[config.mk]
export PLATFORM = sky130hd
export DESIGN_NAME = cram_load_ctl_flat
export DESIGN_NICKNAME = d
export VERILOG_FILES = /design/src/rtl/cram_load_ctl_if.sv /design/src/rtl/cram_load_ctl.sv /design/src/flat_wrapper.sv
export SDC_FILE = /design/constraint.sdc
export NUM_CORES = 1
export LEC_CHECK = 0
export ABC_CLOCK_PERIOD_IN_PS = 2220
export CAP_MARGIN = 20
export CORE_MARGIN = 8
export CORE_UTILIZATION = 32
export CTS_CLUSTER_SIZE = 10
export DETAILED_ROUTE_END_ITERATION = 8
export PLACE_DENSITY = 0.59
export SYNTH_ARGS = -nofsm -noshare
export SYNTH_HDL_FRONTEND = slang
export SYNTH_SLANG_ARGS = --single-unit
[constraint.sdc]
create_clock -name eboxClk -period 2.22 [get_ports eboxClk]
set_clock_uncertainty 0.05 [all_clocks]
set_input_delay 0.444 -clock eboxClk [delete_from_list [all_inputs] [get_ports eboxClk]]
set_output_delay 0.444 -clock eboxClk [all_outputs]
set_load 0.01 [all_outputs]
[src/rtl/cram_load_ctl_if.sv]
// rtl/cram_load_ctl_if.sv - CRAM port arbitration signals between EBOX, diag path and cram_mem
interface cram_load_ctl_if #(
    parameter int ADDR_W  = 12,
    parameter int SLICE_W = 28
);
    logic [ADDR_W-1:0]    CRADR;
    logic                 eboxHalted;
    logic                 diagMode;
    logic                 diagLdAddr;
    logic                 diagLdData;
    logic                 diagWrite;
    logic                 diagRead;
    logic [1:0]           diagSel;
    logic [SLICE_W-1:0]   diagData;
    logic [SLICE_W-1:0]   diagRdData;
    logic                 diagOwn;
    logic                 diagBusy;
    logic                 diagDone;
    logic                 diagErr;
    logic                 eboxStopReq;
    logic [ADDR_W-1:0]    cramAddr;
    logic [3*SLICE_W-1:0] cramDin;
    logic                 cramWe;
    logic [3*SLICE_W-1:0] cramDout;

    modport master (
        output CRADR, eboxHalted, diagMode, diagLdAddr, diagLdData, diagWrite, diagRead,
               diagSel, diagData, cramDout,
        input  diagRdData, diagOwn, diagBusy, diagDone, diagErr, eboxStopReq,
               cramAddr, cramDin, cramWe
    );

    modport slave (
        input  CRADR, eboxHalted, diagMode, diagLdAddr, diagLdData, diagWrite, diagRead,
               diagSel, diagData, cramDout,
        output diagRdData, diagOwn, diagBusy, diagDone, diagErr, eboxStopReq,
               cramAddr, cramDin, cramWe
    );
endinterface

[src/rtl/cram_load_ctl.sv]
// rtl/cram_load_ctl.sv - CRAM single-port owner: EBOX halt handshake, diag slice load, write and read-back
module cram_load_ctl #(
    parameter int ADDR_W  = 12,
    parameter int WORDS   = 2048,
    parameter int SLICE_W = 28,
    parameter int RD_LAT  = 1
) (
    input logic            eboxClk,
    input logic            eboxReset_n,
    cram_load_ctl_if.slave bus
);
    localparam int WORD_W = 3 * SLICE_W;
    localparam int CNT_W  = (RD_LAT > 0) ? $clog2(RD_LAT + 1) : 1;
    localparam logic [ADDR_W:0]   WORDS_L  = (ADDR_W + 1)'(WORDS);
    localparam logic [ADDR_W-1:0] LAST_A   = ADDR_W'(WORDS - 1);
    localparam logic [CNT_W-1:0]  RD_LAST  = CNT_W'(RD_LAT);

    typedef enum logic [2:0] {RUN, STOPPING, OWN, WRITE, READ, DONE} state_t;

    state_t              state_q, state_d;
    logic [ADDR_W-1:0]   addr_q, addr_d;
    logic [WORD_W-1:0]   stage_q, stage_d;
    logic [WORD_W-1:0]   rdbk_q, rdbk_d;
    logic [CNT_W-1:0]    cnt_q, cnt_d;
    logic                err_q, err_d;
    logic [3:0]          strobes;
    logic                any_strobe, multi_strobe, addr_ok;
    logic [SLICE_W-1:0]  rd_slice;

    assign strobes      = {bus.diagLdAddr, bus.diagLdData, bus.diagWrite, bus.diagRead};
    assign any_strobe   = |strobes;
    assign multi_strobe = (strobes & (strobes - 4'd1)) != 4'd0;
    assign addr_ok      = {1'b0, bus.diagData[ADDR_W-1:0]} < WORDS_L;

    always_ff @(posedge eboxClk or negedge eboxReset_n) begin
        if (!eboxReset_n) begin
            state_q <= RUN;
            addr_q  <= '0;
            stage_q <= '0;
            rdbk_q  <= '0;
            cnt_q   <= '0;
            err_q   <= 1'b0;
        end else begin
            state_q <= state_d;
            addr_q  <= addr_d;
            stage_q <= stage_d;
            rdbk_q  <= rdbk_d;
            cnt_q   <= cnt_d;
            err_q   <= err_d;
        end
    end

    always_comb begin
        state_d = state_q;
        addr_d  = addr_q;
        stage_d = stage_q;
        rdbk_d  = rdbk_q;
        cnt_d   = cnt_q;
        err_d   = 1'b0;
        // Any strobe outside OWN is dropped and flagged, whatever the state does next.
        if (state_q != OWN && any_strobe) err_d = 1'b1;
        case (state_q)
            RUN: begin
                if (bus.diagMode) state_d = STOPPING;
            end
            STOPPING: begin
                if (!bus.diagMode)       state_d = RUN;
                else if (bus.eboxHalted) state_d = OWN;
            end
            OWN: begin
                if (multi_strobe) begin
                    err_d = 1'b1;
                end else if (bus.diagLdAddr) begin
                    if (addr_ok) addr_d = bus.diagData[ADDR_W-1:0];
                    else         err_d  = 1'b1;
                end else if (bus.diagLdData) begin
                    case (bus.diagSel)
                        2'd0:    stage_d[WORD_W-1 -: SLICE_W]           = bus.diagData;
                        2'd1:    stage_d[WORD_W-1-SLICE_W -: SLICE_W]   = bus.diagData;
                        2'd2:    stage_d[SLICE_W-1:0]                   = bus.diagData;
                        default: err_d = 1'b1;
                    endcase
                end else if (bus.diagWrite) begin
                    state_d = WRITE;
                end else if (bus.diagRead) begin
                    state_d = READ;
                    cnt_d   = '0;
                end else if (!bus.diagMode) begin
                    state_d = RUN;
                end
            end
            WRITE: begin
                state_d = DONE;
            end
            READ: begin
                // Address is held one cycle to be sampled, then RD_LAT more until douta is valid.
                if (cnt_q == RD_LAST) begin
                    rdbk_d  = bus.cramDout;
                    state_d = DONE;
                end else begin
                    cnt_d = cnt_q + 1'b1;
                end
            end
            DONE: begin
                addr_d  = (addr_q == LAST_A) ? '0 : addr_q + 1'b1;
                state_d = bus.diagMode ? OWN : RUN;
            end
            default: state_d = RUN;
        endcase
    end

    always_comb begin
        rd_slice = '0;
        case (bus.diagSel)
            2'd0:    rd_slice = rdbk_q[WORD_W-1 -: SLICE_W];
            2'd1:    rd_slice = rdbk_q[WORD_W-1-SLICE_W -: SLICE_W];
            2'd2:    rd_slice = rdbk_q[SLICE_W-1:0];
            default: rd_slice = '0;
        endcase
    end

    assign bus.diagOwn     = (state_q == OWN) || (state_q == WRITE) ||
                             (state_q == READ) || (state_q == DONE);
    assign bus.diagBusy    = (state_q == WRITE) || (state_q == READ) || (state_q == DONE);
    assign bus.diagDone    = (state_q == DONE);
    assign bus.diagErr     = err_q;
    assign bus.eboxStopReq = (state_q != RUN);
    assign bus.cramWe      = (state_q == WRITE);
    assign bus.cramAddr    = bus.diagOwn ? addr_q : bus.CRADR;
    assign bus.cramDin     = stage_q;
    assign bus.diagRdData  = rd_slice;
endmodule

[src/flat_wrapper.sv]
// flat-port wrapper written by rule: the top's interface ports become plain ports
module cram_load_ctl_flat 
#(
    parameter int ADDR_W  = 12,
    parameter int WORDS   = 2048,
    parameter int SLICE_W = 28,
    parameter int RD_LAT  = 1
)
  (eboxClk, eboxReset_n, bus_CRADR, bus_eboxHalted, bus_diagMode, bus_diagLdAddr, bus_diagLdData, bus_diagWrite, bus_diagRead, bus_diagSel, bus_diagData, bus_cramDout, bus_diagRdData, bus_diagOwn, bus_diagBusy, bus_diagDone, bus_diagErr, bus_eboxStopReq, bus_cramAddr, bus_cramDin, bus_cramWe);
  cram_load_ctl_if #(.ADDR_W(ADDR_W), .SLICE_W(SLICE_W)) bus_i ();
  input logic eboxClk;
  input logic eboxReset_n;
  input wire logic [$bits(bus_i.CRADR)-1:0] bus_CRADR;
  input wire logic [$bits(bus_i.eboxHalted)-1:0] bus_eboxHalted;
  input wire logic [$bits(bus_i.diagMode)-1:0] bus_diagMode;
  input wire logic [$bits(bus_i.diagLdAddr)-1:0] bus_diagLdAddr;
  input wire logic [$bits(bus_i.diagLdData)-1:0] bus_diagLdData;
  input wire logic [$bits(bus_i.diagWrite)-1:0] bus_diagWrite;
  input wire logic [$bits(bus_i.diagRead)-1:0] bus_diagRead;
  input wire logic [$bits(bus_i.diagSel)-1:0] bus_diagSel;
  input wire logic [$bits(bus_i.diagData)-1:0] bus_diagData;
  input wire logic [$bits(bus_i.cramDout)-1:0] bus_cramDout;
  output wire logic [$bits(bus_i.diagRdData)-1:0] bus_diagRdData;
  output wire logic [$bits(bus_i.diagOwn)-1:0] bus_diagOwn;
  output wire logic [$bits(bus_i.diagBusy)-1:0] bus_diagBusy;
  output wire logic [$bits(bus_i.diagDone)-1:0] bus_diagDone;
  output wire logic [$bits(bus_i.diagErr)-1:0] bus_diagErr;
  output wire logic [$bits(bus_i.eboxStopReq)-1:0] bus_eboxStopReq;
  output wire logic [$bits(bus_i.cramAddr)-1:0] bus_cramAddr;
  output wire logic [$bits(bus_i.cramDin)-1:0] bus_cramDin;
  output wire logic [$bits(bus_i.cramWe)-1:0] bus_cramWe;
  assign bus_i.CRADR = bus_CRADR;
  assign bus_i.eboxHalted = bus_eboxHalted;
  assign bus_i.diagMode = bus_diagMode;
  assign bus_i.diagLdAddr = bus_diagLdAddr;
  assign bus_i.diagLdData = bus_diagLdData;
  assign bus_i.diagWrite = bus_diagWrite;
  assign bus_i.diagRead = bus_diagRead;
  assign bus_i.diagSel = bus_diagSel;
  assign bus_i.diagData = bus_diagData;
  assign bus_i.cramDout = bus_cramDout;
  assign bus_diagRdData = bus_i.diagRdData;
  assign bus_diagOwn = bus_i.diagOwn;
  assign bus_diagBusy = bus_i.diagBusy;
  assign bus_diagDone = bus_i.diagDone;
  assign bus_diagErr = bus_i.diagErr;
  assign bus_eboxStopReq = bus_i.eboxStopReq;
  assign bus_cramAddr = bus_i.cramAddr;
  assign bus_cramDin = bus_i.cramDin;
  assign bus_cramWe = bus_i.cramWe;
  cram_load_ctl #(.ADDR_W(ADDR_W), .WORDS(WORDS), .SLICE_W(SLICE_W), .RD_LAT(RD_LAT)) u_core (.eboxClk(eboxClk), .eboxReset_n(eboxReset_n), .bus(bus_i));
endmodule
==> reports/metrics.cfg <==
[outcome]
outcome = complete, but fails checks
failing_checks = setup timing

[worst_hold_path]
worst_hold_path_type = flop to flop

[worst_setup_path]
critPathSlowestCell = sky130_fd_sc_hd__dfrtp_1
cp.arrival_ns = 1.74
crit_path_end_kind = output port
slowest_stage_delay_on_critical_path_ns = 0.41
crit_path_cell_trace = ha_4, buf_12, mux2_2, buf_2
timing.critical_path.from_type = flop
criticalPathCategory = flop to output port
largest_fanout_on_the_critical_path = 13
timing.critical_path.required_ns = 1.73

[yosys]
post_synth_edffs = 0
synth_top_area_share_pct = 57.48
ys_warn_count = 0
synthesis.area_um2 = 8054
synth.yosys.seq_area_share_pct = 57.48
synth.top_cells.by_area = sky130_fd_sc_hd__dfrtp_1, sky130_fd_sc_hd__mux2_2, sky130_fd_sc_hd__mux2i_1
primary_flip_flop_cell_chosen_by_synthesis_mapping = sky130_fd_sc_hd__dfrtp_1
ys_async_sr_fraction_pct = 100.0
netlist-cell-type-count = 50
postSynthNetCount = 734
ys_ff_latch = 185
syn-instance-count = 598
synth_area_per_cell_um2 = 13.47
synth.largest_area_cell = sky130_fd_sc_hd__dfrtp_1

[finish]
total_number_of_nets_in_the_final_design = 1039
drive_gt1_share_pct = 32.53
fin_cells = 1249
postLayoutCoreUtil_pct = 48.69
area_delta_synth_final_pct = 50.91
fin_area_um2 = 12150
mostFrequentLayoutCell = sky130_fd_sc_hd__clkdlybuf4s50_1
most-common-layout-cells = sky130_fd_sc_hd__clkdlybuf4s50_1, sky130_fd_sc_hd__dfrtp_1, sky130_fd_sc_hd__mux2_2

[floorplan]
io-pin-count = 264
initial_core_util_pct = 32.26
die_height_um = 174.6
floorplan.rows = 58
design.die.area_um2 = 30500
die_w_um = 174.6
core_area_um2 = 24960

[routing]
drt-total-wl_um = 23880
number_of_antenna_violating_nets_in_the_routed_design = 0
routed_via_density = 4.769
drt_drc_violations_left = 0
initial_drt_pass_iterations = 4
drt-initial-drc-count = 245
post_drt_wl_per_cell_um = 19.12
detailroute.via_count = 5956

[job]
max_cap_violations = 0

[placement]
finalWeightedCongestion = 0.7951
placement.io_buffers = 263
dpl.cell_count = 1209
dpl-instance-area_um2 = 11500
detailed_place_hpwl_um = 18020

[timing]
max_clock_freq_mhz = 448.2
setup_viol = 10
worst_slew_pin_slew_ns = 0.4663
fin_ws_ns = -0.01106
final-hold-violation-count = 0
timing_max_transition_violations_final = 0
min_period_over_period_pct = 100.5
grt_setup_unrepaired = true
slew_limit_headroom_pct = 68.91
period_minus_slack_ns = 2.231

[clocking]
cts_tree = yes
clkSlewWorstSetupHoldPaths_ns = 0.07
clockRootBuffer = sky130_fd_sc_hd__clkbuf_16
clock_insertion_delay_worst_skew_ns = 0.41
cts_made_buffers = 17
cts.htree.levels = 4
clkSinkCount = 185
clock_path_buffers = 2

[global_route]
total_congestion_overflow = 0
grt_antenna_before_repair = 3
grt_pass1_wl_um = 37740
grt_max_degree = 44
gr-usage-all-layers_pct = 15.63
number_of_global_route_vias_before_repair = 6419

[pwr]
static-leakage-power_nw = 5.587
post_layout_power_mw = 12.11
power_dens_cells_nw_per_um2 = 996.4
vdd.ir_drop.worst_uv = 446.9

==> logic make-up (layout without fill, tap and decap cells) <==
family,after synthesis,count (layout),share of synthesized area (%)
muxes,209,209,28.77
AOI/OAI and AO/OA,74,74,5.437
adders and majority gates,3,3,0.4349
buffers and inverters,38,356,2.113
and+or+nand+nor,89,89,5.764
other,0,3,0
DFF,185,185,57.48
==> through the flow <==
stage / worst slack [ns] / setup TNS, ns / hold slack [ns]
CTS: -0.1371 / -0.4414 / 0.4493
global route: -0.07388 / -0.8496 / 0.4644
finish: -0.01106 / -0.05173 / 0.4452
floorplan: 0.1210 / 0 / 0.09841
global placement: -0.3404 / -26.01 / 0.3682
detailed placement: -0.3799 / -28.01 / 0.3714
==> final cells by class <==
cell class	count	area, um^2
antenna	3	7.507
inverter	4	15.01
clock inverter	12	130.1
fill	2325	12810
sequential	185	4631
multi-input combinational	375	3297
tap	330	412.9
timing repair buffer	320	3214
clock buffer	20	446.7
==> metal layers <==
layer,routed length (um),vias up,GRT usage [%]
li1,-,2785,-
met1,10320,2960,19.65
met2,11140,191,24.64
met3,2245,14,7.080
met4,136,6,2.720
met5,32,-,0
==> worst paths after layout <==
check                                            start                     end  slack, ns  cells after the start
worst max-delay path                 u_core.state_q[1]         bus_cramAddr[0]      -0.01                      4
worst min-delay path            u_core.bus.cramDin[76]  u_core.bus.cramDin[76]       0.45                      1
worst max register to register       u_core.state_q[2]  u_core.bus.cramDin[57]       0.11                      6
worst min register to register  u_core.bus.cramDin[76]  u_core.bus.cramDin[76]       0.45                      1
max in group asynchronous                  eboxReset_n       u_core.rdbk_q[60]       0.98                      3
min in group asynchronous                  eboxReset_n       u_core.rdbk_q[16]       0.47                      2
==> repair_timing <==
| item | in CTS | in global routing |
|---|---|---|
| resized for setup | 101 | 30 |
| hold buffers | 1 | 0 |
| endpoints found under the hold margin | 37 | 0 |
| endpoints found under the setup margin | 45 | 86 |
| buffers inserted | 0 | 4 |
==> power breakdown <==
part           internal (mW)  switching (mW)  leakage (nW)
clock                   1.62            1.39         0.286
sequential              4.41           0.651          2.49
combinational           2.41            1.63          2.81
total                   8.44            3.67          5.59
==> registers in the layout, summed over array words and instances (netlist names) <==
signal	flops
u_core.bus.cramDin	84
u_core.rdbk_q	84
u_core.addr_q	12
u_core.state_q	3
u_core.bus.diagErr	1
u_core.cnt_q	1
==> synthesized netlist by cell type, drive strengths merged, types with 6 or more instances <==
master  number
dfrtp      185
mux2       180
o21ai       44
nand2       38
mux2i       29
buf         17
clkbuf      17
nor2        15
a21oi        7
nand3        6
==> worst max-delay path, delay by kind of cell (launching register included) <==
kind | cells | cell delay, ns
DFF | 1 | 0.41
buffers and inverters | 2 | 0.28
muxes | 1 | 0.33
adders and majority gates | 1 | 0.29
Power figures use the tool's default switching activity.
